**src/rtl/ram_bist_pkg.sv**
```systemverilog
// Shared types and March C- table for the RAM BIST engine.
// Elements: E0 up(w0), E1 up(r0,w1), E2 up(r1,w0), E3 down(r0,w1), E4 down(r1,w0), E5 up(r0).
package ram_bist_pkg;

    typedef enum logic [1:0] {
        ST_IDLE = 2'd0,
        ST_RUN  = 2'd1,
        ST_DONE = 2'd2
    } state_t;

    // Bit 1 selects write, bit 0 selects the "1" pattern (~BG).
    typedef enum logic [1:0] {
        OP_R0 = 2'b00,
        OP_R1 = 2'b01,
        OP_W0 = 2'b10,
        OP_W1 = 2'b11
    } op_t;

    localparam int          N_ELEM    = 6;
    localparam logic [2:0]  LAST_ELEM = 3'(N_ELEM - 1);

    // Bit e describes element e.
    localparam logic [N_ELEM-1:0] ELEM_TWO_OPS = 6'b011110;
    localparam logic [N_ELEM-1:0] ELEM_DOWN    = 6'b011000;

    function automatic op_t march_op(input logic [2:0] elem, input logic op_idx);
        op_t op;
        case (elem)
            3'd0:    op = OP_W0;
            3'd1:    op = op_idx ? OP_W1 : OP_R0;
            3'd2:    op = op_idx ? OP_W0 : OP_R1;
            3'd3:    op = op_idx ? OP_W1 : OP_R0;
            3'd4:    op = op_idx ? OP_W0 : OP_R1;
            default: op = OP_R0;
        endcase
        return op;
    endfunction

    function automatic logic op_is_write(input op_t op);
        return op[1];
    endfunction

    function automatic logic op_is_one(input op_t op);
        return op[0];
    endfunction

endpackage

```
**src/rtl/ram_bist_if.sv**
```systemverilog
// Memory request/response bus between the BIST engine (master) and the RAM (slave).
interface ram_bist_if #(
    parameter int ADDR_W = 14,
    parameter int DATA_W = 16
);
    logic              mem_en;
    logic              mem_rw;
    logic [ADDR_W-1:0] mem_address;
    logic [DATA_W-1:0] mem_in;
    logic [DATA_W-1:0] mem_out;

    modport master (
        output mem_en, mem_rw, mem_address, mem_in,
        input  mem_out
    );

    modport slave (
        input  mem_en, mem_rw, mem_address, mem_in,
        output mem_out
    );
endinterface

```
**src/rtl/ram_bist_addr_gen.sv**
```systemverilog
// Up/down address counter for the march; the direction is latched on load so
// the terminal flag always refers to the element currently being walked.
module ram_bist_addr_gen #(
    parameter int ADDR_W = 14
) (
    input  logic              clk,
    input  logic              rst_n,
    input  logic              load,
    input  logic              dir,
    input  logic              step,
    output logic [ADDR_W-1:0] addr,
    output logic              terminal
);
    logic [ADDR_W-1:0] addr_q, addr_d;
    logic              dir_q, dir_d;

    // Next address: load to the start of the walk, or step one word; wraps freely.
    always_comb begin
        addr_d = addr_q;
        dir_d  = dir_q;
        if (load) begin
            dir_d  = dir;
            addr_d = dir ? '1 : '0;
        end else if (step) begin
            addr_d = dir_q ? addr_q - ADDR_W'(1) : addr_q + ADDR_W'(1);
        end
    end

    // Address and direction registers.
    always_ff @(posedge clk or negedge rst_n) begin
        if (!rst_n) begin
            addr_q <= '0;
            dir_q  <= 1'b0;
        end else begin
            addr_q <= addr_d;
            dir_q  <= dir_d;
        end
    end

    assign addr     = addr_q;
    assign terminal = dir_q ? (addr_q == '0) : (addr_q == '1);

endmodule

```
**src/rtl/ram_bist.sv**
```systemverilog
// March C- built-in self-test initiator for a single-port word RAM.
// Optional macro RAM_BIST_FAIL_COUNT_EN adds a saturating fail_count output.
module ram_bist
    import ram_bist_pkg::*;
#(
    parameter int                ADDR_W = 14,
    parameter int                DATA_W = 16,
    parameter logic [DATA_W-1:0] BG     = '0
) (
    input  logic              clk,
    input  logic              rst_n,
    input  logic              start,
    output logic              busy,
    output logic              done,
    output logic              fail,
    output logic [ADDR_W-1:0] fail_addr,
    output logic [DATA_W-1:0] fail_data,
`ifdef RAM_BIST_FAIL_COUNT_EN
    output logic [15:0]       fail_count,
`endif
    ram_bist_if.master        bus
);
    state_t            state_q, state_d;
    logic [2:0]        elem_q, elem_d;
    logic              op_idx_q, op_idx_d;
    logic              busy_q, busy_d;
    logic              done_q, done_d;
    logic              fail_q, fail_d;
    logic [ADDR_W-1:0] fail_addr_q, fail_addr_d;
    logic [DATA_W-1:0] fail_data_q, fail_data_d;
    logic              mem_en_q, mem_en_d;
    logic              mem_rw_q, mem_rw_d;
    logic [DATA_W-1:0] mem_in_q, mem_in_d;
    logic [DATA_W-1:0] exp_q, exp_d;
`ifdef RAM_BIST_FAIL_COUNT_EN
    logic [15:0]       fail_cnt_q, fail_cnt_d;
`endif

    logic              ag_load, ag_dir, ag_step, ag_term;
    logic [ADDR_W-1:0] ag_addr;
    logic              mismatch, last_op, issue;
    logic [2:0]        nxt_elem;
    logic              nxt_idx;
    op_t               nxt_op;
    logic [DATA_W-1:0] nxt_data;

    ram_bist_addr_gen #(.ADDR_W(ADDR_W)) u_addr_gen (
        .clk      (clk),
        .rst_n    (rst_n),
        .load     (ag_load),
        .dir      (ag_dir),
        .step     (ag_step),
        .addr     (ag_addr),
        .terminal (ag_term)
    );

    // Sequencing: finish the op on the bus this cycle, pick the next op and register it.
    always_comb begin
        state_d     = state_q;
        busy_d      = busy_q;
        done_d      = done_q;
        fail_d      = fail_q;
        fail_addr_d = fail_addr_q;
        fail_data_d = fail_data_q;
`ifdef RAM_BIST_FAIL_COUNT_EN
        fail_cnt_d  = fail_cnt_q;
`endif
        ag_load     = 1'b0;
        ag_dir      = 1'b0;
        ag_step     = 1'b0;
        issue       = 1'b0;
        nxt_elem    = elem_q;
        nxt_idx     = op_idx_q;
        mismatch    = (state_q == ST_RUN) && !mem_rw_q && (bus.mem_out != exp_q);
        last_op     = !ELEM_TWO_OPS[elem_q] || op_idx_q;

        case (state_q)
            ST_IDLE, ST_DONE: begin
                if (start) begin
                    state_d     = ST_RUN;
                    busy_d      = 1'b1;
                    done_d      = 1'b0;
                    fail_d      = 1'b0;
                    fail_addr_d = '0;
                    fail_data_d = '0;
`ifdef RAM_BIST_FAIL_COUNT_EN
                    fail_cnt_d  = '0;
`endif
                    nxt_elem    = '0;
                    nxt_idx     = 1'b0;
                    ag_load     = 1'b1;
                    ag_dir      = ELEM_DOWN[0];
                    issue       = 1'b1;
                end
            end
            ST_RUN: begin
                if (mismatch) begin
                    fail_d = 1'b1;
                    if (!fail_q) begin
                        fail_addr_d = ag_addr;
                        fail_data_d = bus.mem_out;
                    end
`ifdef RAM_BIST_FAIL_COUNT_EN
                    if (fail_cnt_q != 16'hFFFF) begin
                        fail_cnt_d = fail_cnt_q + 16'd1;
                    end
`endif
                end
                if (!last_op) begin
                    nxt_idx = 1'b1;
                    issue   = 1'b1;
                end else if (!ag_term) begin
                    nxt_idx = 1'b0;
                    ag_step = 1'b1;
                    issue   = 1'b1;
                end else if (elem_q == LAST_ELEM) begin
                    state_d = ST_DONE;
                    busy_d  = 1'b0;
                    done_d  = 1'b1;
                    ag_load = 1'b1;
                    ag_dir  = 1'b0;
                end else begin
                    nxt_elem = elem_q + 3'd1;
                    nxt_idx  = 1'b0;
                    ag_load  = 1'b1;
                    ag_dir   = ELEM_DOWN[nxt_elem];
                    issue    = 1'b1;
                end
            end
            default: state_d = ST_IDLE;
        endcase

        nxt_op   = march_op(nxt_elem, nxt_idx);
        nxt_data = op_is_one(nxt_op) ? ~BG : BG;
        elem_d   = nxt_elem;
        op_idx_d = nxt_idx;
        if (issue) begin
            mem_en_d = 1'b1;
            mem_rw_d = op_is_write(nxt_op);
            mem_in_d = op_is_write(nxt_op) ? nxt_data : '0;
            exp_d    = nxt_data;
        end else begin
            mem_en_d = 1'b0;
            mem_rw_d = 1'b0;
            mem_in_d = '0;
            exp_d    = '0;
        end
    end

    // FSM state and registered outputs.
    always_ff @(posedge clk or negedge rst_n) begin
        if (!rst_n) begin
            state_q     <= ST_IDLE;
            elem_q      <= '0;
            op_idx_q    <= 1'b0;
            busy_q      <= 1'b0;
            done_q      <= 1'b0;
            fail_q      <= 1'b0;
            fail_addr_q <= '0;
            fail_data_q <= '0;
            mem_en_q    <= 1'b0;
            mem_rw_q    <= 1'b0;
            mem_in_q    <= '0;
            exp_q       <= '0;
`ifdef RAM_BIST_FAIL_COUNT_EN
            fail_cnt_q  <= '0;
`endif
        end else begin
            state_q     <= state_d;
            elem_q      <= elem_d;
            op_idx_q    <= op_idx_d;
            busy_q      <= busy_d;
            done_q      <= done_d;
            fail_q      <= fail_d;
            fail_addr_q <= fail_addr_d;
            fail_data_q <= fail_data_d;
            mem_en_q    <= mem_en_d;
            mem_rw_q    <= mem_rw_d;
            mem_in_q    <= mem_in_d;
            exp_q       <= exp_d;
`ifdef RAM_BIST_FAIL_COUNT_EN
            fail_cnt_q  <= fail_cnt_d;
`endif
        end
    end

    assign busy            = busy_q;
    assign done            = done_q;
    assign fail            = fail_q;
    assign fail_addr       = fail_addr_q;
    assign fail_data       = fail_data_q;
    assign bus.mem_en      = mem_en_q;
    assign bus.mem_rw      = mem_rw_q;
    assign bus.mem_address = ag_addr;
    assign bus.mem_in      = mem_in_q;
`ifdef RAM_BIST_FAIL_COUNT_EN
    assign fail_count      = fail_cnt_q;
`endif

endmodule

```
**src/flat_wrapper.sv**
```systemverilog
// flat-port wrapper written by rule: the top's interface ports become plain ports
module ram_bist_flat import ram_bist_pkg::*;
#(
    parameter int                ADDR_W = 14,
    parameter int                DATA_W = 16,
    parameter logic [DATA_W-1:0] BG     = '0
)
  (clk, rst_n, start, busy, done, fail, fail_addr, fail_data, bus_mem_en, bus_mem_rw, bus_mem_address, bus_mem_in, bus_mem_out);
  ram_bist_if #(.ADDR_W(ADDR_W), .DATA_W(DATA_W)) bus_i ();
  input  logic clk;
  input  logic rst_n;
  input  logic start;
  output logic busy;
  output logic done;
  output logic fail;
  output logic [ADDR_W-1:0] fail_addr;
  output logic [DATA_W-1:0] fail_data;
  output wire logic [$bits(bus_i.mem_en)-1:0] bus_mem_en;
  output wire logic [$bits(bus_i.mem_rw)-1:0] bus_mem_rw;
  output wire logic [$bits(bus_i.mem_address)-1:0] bus_mem_address;
  output wire logic [$bits(bus_i.mem_in)-1:0] bus_mem_in;
  input wire logic [$bits(bus_i.mem_out)-1:0] bus_mem_out;
  assign bus_mem_en = bus_i.mem_en;
  assign bus_mem_rw = bus_i.mem_rw;
  assign bus_mem_address = bus_i.mem_address;
  assign bus_mem_in = bus_i.mem_in;
  assign bus_i.mem_out = bus_mem_out;
  ram_bist #(.ADDR_W(ADDR_W), .DATA_W(DATA_W), .BG(BG)) u_core (.clk(clk), .rst_n(rst_n), .start(start), .busy(busy), .done(done), .fail(fail), .fail_addr(fail_addr), .fail_data(fail_data), .bus(bus_i));
endmodule
```
**config.mk**
```make
export PLATFORM = sky130hd
export DESIGN_NAME = ram_bist_flat
export DESIGN_NICKNAME = d
export VERILOG_FILES = /design/src/rtl/ram_bist_pkg.sv /design/src/rtl/ram_bist_if.sv /design/src/rtl/ram_bist_addr_gen.sv /design/src/rtl/ram_bist.sv /design/src/flat_wrapper.sv
export SDC_FILE = /design/constraint.sdc
export NUM_CORES = 1
export LEC_CHECK = 0
export BUFFER_PORTS_ARGS = -buffer_cell sky130_fd_sc_hd__buf_2
export CAP_MARGIN = 20
export CORE_MARGIN = 2
export CORE_UTILIZATION = 30
export DETAILED_ROUTE_END_ITERATION = 8
export HOLD_SLACK_MARGIN = 0.03
export PLACE_DENSITY = 0.53
export SLEW_MARGIN = 10
export SYNTH_ARGS = -nofsm -noshare
export SYNTH_HDL_FRONTEND = slang
export SYNTH_SLANG_ARGS = --single-unit
```
**constraint.sdc**
```tcl
create_clock -name clk -period 8.4 [get_ports clk]
set_input_delay 0.42 -clock clk [delete_from_list [all_inputs] [get_ports clk]]
set_output_delay 0.42 -clock clk [all_outputs]
set_load 0.01 [all_outputs]
```
Word-level counts from Yosys, hierarchy flattened
Memories as Yosys holds them, arrays and structs flattened. Index checks and enable logic that the tools add are counted.

Flip-flop bits (word level): 88. Bits in latches: 0. Memory bits (writable): 0. Bits in read-only memories: 16. Bits of input ports: 19. Output and inout bits: 65. Logic and storage cells: 119. Memories kept: 2.

Memory list: (no name shown) (words 8, width 1, rd ports 1, clocked after memory_dff 0, write ports 0, RTL line ram_bist.sv:126) `ag_dir = ELEM_DOWN[nxt_elem];`; (no name shown) (words 8, width 1, rd ports 1, clocked after memory_dff 0, write ports 0, RTL line ram_bist.sv:75) `last_op = !ELEM_TWO_OPS[elem_q] || op_idx_q;`.

Add/subtract/negate cells: 3. Multiply operators: 0. Div/mod/pow operators: 0. $lt $le $gt $ge: 2. Equality and inequality tests: 15. Shift operators: 0. Muxes and demuxes: 66. Bitwise operators: 0. Reductions and logical operators: 17.

Operators with widths (count): 16-bit two-way mux (7); 14-bit two-way mux (7); 16-bit one-hot mux with 2 select lines (1); 1-bit two-way mux (31); 14-bit one-hot mux with 2 select lines (1); 16-bit inequality test (1); 14-bit by 1-bit adder with 14-bit output, second input constant (1); 14-bit == test, second input constant (1); 14-bit zero test (1); 14-bit by 1-bit subtractor with 14-bit output, second input constant (1); 2-bit two-way mux (6); 3-bit two-way mux (4); 1-bit one-hot mux with 2 select lines (6); 3-bit by 4-bit < comparator with 1-bit output, second input constant (2); 4-bit AND reduction (2); 3-bit by 2-bit == test with 1-bit output, second input constant (2); 3-bit == test, second input constant (2); 2-bit by 1-bit inequality test with 1-bit output, second input constant (3); 2-bit inequality test, second input constant (3); 2-bit one-hot mux with 3 select lines (1); 3-bit one-hot mux with 2 select lines (1); 2-bit OR reduction (3); 5-bit AND reduction (1); 2-bit one-hot mux with 2 select lines (1); other kinds (11) (14).

Longest topological paths before layout
Depth in word-level cells: 12. Gate-level depth with buffers: 9. Gate-level depth less buffers: 9.

By module
A second synthesis with hierarchy kept.

Cell total of the unflattened synthesis: 382. Area, all modules: 3582.2 um^2.

By module, submodules not included: ram_bist (times used 1, cells each 228, area an instance 2252.2 um^2, sequential area each 1076.0 um^2); ram_bist_addr_gen (times used 1, cells each 154, area an instance 1330.0 um^2, sequential area each 375.4 um^2).

Worst setup path before layout
No wires, ideal clock.

Path kind: flip-flop to flip-flop. Start point: register u_core.u_addr_gen.dir_q. End point: register u_core.u_addr_gen.addr_q[13], in the netlist u_core.u_addr_gen.addr[13]. Library setup time: 99 ps. Arrival time: 2543 ps. Data required time: 8301 ps. Path slack: 5757 ps. Cell stages (with the launch flop): 9. Path buffers: 0. Clock period less this slack: 2643 ps. Path through: dfrtp_1 > ha_1 > and2_1 > or4_1 > o2111ai_1 > nand3_1 > and3_1 > or2_2 > a311oi_1.

Cells in the longest elaborated chain, start to end: 6. Elaborated cells between the ends (all ways): 15. Those cells by class: mux (14); reduce/logical (1).

RTL lines: start: declaration (RTL line ram_bist_addr_gen.sv:15) `logic dir_q, dir_d;`; start signal: assignment (RTL line ram_bist_addr_gen.sv:36) `dir_q <= dir_d;`; 1-bit two-way mux (RTL line ram_bist_addr_gen.sv:41) `assign terminal = dir_q ? (addr_q == '0) : (addr_q == '1);`; 1-bit two-way mux (RTL line ram_bist.sv:112) `end else if (!ag_term) begin`; 1-bit two-way mux (RTL line ram_bist.sv:109) `if (!last_op) begin`; 1-bit two-way mux; 14-bit two-way mux (RTL line ram_bist_addr_gen.sv:23) `addr_d = dir ? '1 : '0;`; 14-bit two-way mux (RTL line ram_bist_addr_gen.sv:21) `if (load) begin`; end signal: assignment (RTL line ram_bist_addr_gen.sv:35) `addr_q <= addr_d;`; end: declaration (RTL line ram_bist_addr_gen.sv:14) `logic [ADDR_W-1:0] addr_q, addr_d;`.

Parallel ways exist; a longest one is shown, timed or not. The select of a mux whose other input is x is not followed. A chain may end at the register's enable or synchronous reset.

Final worst setup path
Ends and elaborated chain as after synthesis.

==> results.py <==
metrics = {
    "yosys": {
        "async_flop_share_pct": 100.0,
        "ys_seq_area_share_pct": 43.96,
        "synthMostInstantiatedCell": "dfrtp_1",
        "synth_ff_type": "dfrtp_1",
        "syn_avg_cell_area_sq_um": 8.829,
        "synth_top_cell_by_area": "dfrtp_1",
        "synth_area_leaders": "dfrtp_1 44%, ha_1 6.1%, o21ai_0 6.1%",
        "synth_edf_count": 0,
        "syn-num-nets": 410,
        "yosys_warnings": 0,
        "synth_top_area_share_pct": 43.96,
        "postSynthCellCount": 374,
        "ys_types": 53,
        "netlist_area_sq_mm": 0.003302,
        "synth_common_cells": "58 x dfrtp_1, 40 x o21ai_0, 39 x inv_1, 37 x nand3_1, 23 x nor2_1",
        "ys_seq_elements": 58,
    },
    "route": {
        "via_per_inst": 4.911,
        "routedWlPerCell_um": 14.35,
        "drt-initial-drc-count": 164,
        "firstDrtPassIters": 4,
        "routed_wl_mm": 8.380,
        "ant_nets": 0,
        "via_count": 2868,
        "drc": 0,
    },
    "timing": {
        "setup_ws_ns": 5.449,
        "fin_crit_sh_pct": 35.13,
        "worst_pin_slew_ns": 0.9927,
        "grt_setup_unrepaired": "no",
        "finalSetupViolCount": 0,
        "fmax_mhz": 338.9,
        "fin_setup_tns_ns": 0,
        "whs_ns": 0.2420,
        "post-route-min-period_ns": 2.951,
        "hold_violations": 0,
        "skew_ns": 0.01316,
        "slew_viol_final": 0,
        "slew_headroom_pct": 33.58,
    },
    "worst_setup_path": {
        "setup.worst_path.start": "u_core.u_addr_gen.dir_q",
        "worst_ep_required_time_ns": 8.64,
        "ff2ff_path_depth": 8,
        "end_kind": "flip-flop",
        "critPathLaunchType": "flip-flop",
        "worstSetupPathType": "reg -> reg",
        "rr_startpoint": "u_core.u_addr_gen.dir_q",
        "cp.arrival_ns": 3.19,
        "critical_path.max_fanout": 18,
    },
    "global_routing": {
        "grt_max_degree": 59,
        "grt_util_all_layers_pct": 14.80,
        "grt_overflow": 0,
        "first_global_vias": 2657,
        "grt_pass1_wl_mm": 13.63,
        "antenna_found_initial": 0,
    },
    "cts": {
        "root_buffer": "clkbuf_8",
        "hold_buffers": 0,
        "cts_buffers": 9,
        "clock_sinks": 58,
        "htreeDepth": 3,
        "cts_buffer_depth": 2,
        "ctsResizeCount": 0,
        "post_cts_buffers": 0,
        "cts_tree": "built",
        "clkTransAtPathRegs_ns": 0.06,
        "clk_latency_ns": 0.34,
    },
    "flow_run": {
        "cap_viol_max_count": 0,
    },
    "place": {
        "place.gp.congestion": 0.7979,
        "port_buffers": 83,
        "dp_hpwl_mm": 5.858,
        "pre_cts_ws_ns": 5.463,
    },
    "power": {
        "finalPower_mw": 1.025,
        "p_per_area_mw_per_mm2": 258.1,
        "leakage_nw": 1.886,
        "vdd_drop_max_mv": 0.08771,
    },
    "finish": {
        "fin_util_pct": 36.78,
        "nets": 477,
        "syn2layout_area_growth_pct": 20.24,
        "antenna-diode-count": 0,
        "layout-drive-gt1-share_pct": 25.68,
    },
    "min_path": {
        "holdCritPathClass": "in -> async",
    },
    "floorplanning": {
        "core-area_sq_mm": 0.01079,
        "die_h_um": 108.9,
        "die_x_um": 108.9,
        "start_util_pct": 30.59,
        "rows": 38,
        "io_pins": 84,
        "dieArea_sq_mm": 0.01186,
    },
    "run_status": {
        "status": "completed",
    },
}
per-stage QoR:
step           cells  cell area (sq um)
2_1_floorplan    374               3302
3_3_place_gp     569               3751
3_5_place_dp     570               3779
4_1_cts          584               3970
5_1_grt          584               3970
6_report         584               3970
cell type report:
class	instances	area, sq um
clock buffers	11	151.4
clock inverters	3	40.04
fillers	1111	6823
inverters	40	155.1
multi-input cells	246	1539
flip-flops and latches	58	1451
well taps	140	175.2
repair buffers	86	457.9
registers in the layout, summed over array words and instances, names as in the netlist:
register	count
u_core.bus.mem_in	1
u_core.fail_addr	14
u_core.bus.mem_rw	1
u_core.op_idx_q	1
u_core.done	1
u_core.exp_q	1
u_core.bus.mem_en	1
u_core.u_addr_gen.dir_q	1
u_core.busy	1
u_core.state_q	2
u_core.u_addr_gen.addr	14
u_core.elem_q	3
u_core.fail_data	16
u_core.fail	1
worst paths after layout:
| check | endpoint | slack [ns] |
|---|---|---|
| max | u_core.u_addr_gen.addr[13] | 5.45 |
| min | u_core.fail_data[15] | 0.24 |
| max reg2reg | u_core.u_addr_gen.addr[13] | 5.45 |
| max in group asynchronous | u_core.done | 7.67 |
| min in group clk | u_core.fail_data[14] | 0.34 |
| min reg2reg | u_core.done | 0.47 |
layout by cell type (no fill, tap or decap), drive strengths merged, types with 6 or more instances in the layout:
master  instances
nor2           23
a21oi          21
dfrtp          58
o21ai          43
nand3          37
nand2          20
inv            39
xnor2           6
ha             16
nor3            6
nand4           7
clkbuf         11
buf            86
nor4            7
critical path: stages (launching register included):
cell	delay, ns
dfrtp_1	0.72
ha_1	0.39
and2_1	0.19
or4_1	0.46
o2111ai_1	0.24
nand3_1	0.12
and3_1	0.19
or2_2	0.29
a311oi_1	0.25
metal layers:
metal	vias to the layer above	part of all wire (%)	global-route usage, %
li1	1420	-	-
met5	-	0	0
met1	1370	49	20.35
met4	0	0.88	5.128
met2	74	45	22.58
met3	4	5.3	3.706
kinds of logic after synthesis:
family	Yosys count	synth area share, %
multiplexers	1	0.3032
adder cells (fa/ha/maj)	17	6.669
AO/OA/AOI/OAI	87	15.80
buffers and inverters	70	9.852
flip-flops	58	43.96
XOR/XNOR	10	2.652
AND/OR/NAND/NOR	131	20.77
power by group:
| part | total, mW | switching (mW) | internal [mW] | leakage [nW] |
|---|---|---|---|---|
| clock network | 0.259 | 0.110 | 0.149 | 0.101 |
| logic | 0.363 | 0.196 | 0.167 | 1.15 |
| registers | 0.403 | 0.0788 | 0.324 | 0.633 |
| total | 1.02 | 0.385 | 0.640 | 1.89 |
No activity file was read; power rests on OpenSTA's default activity.
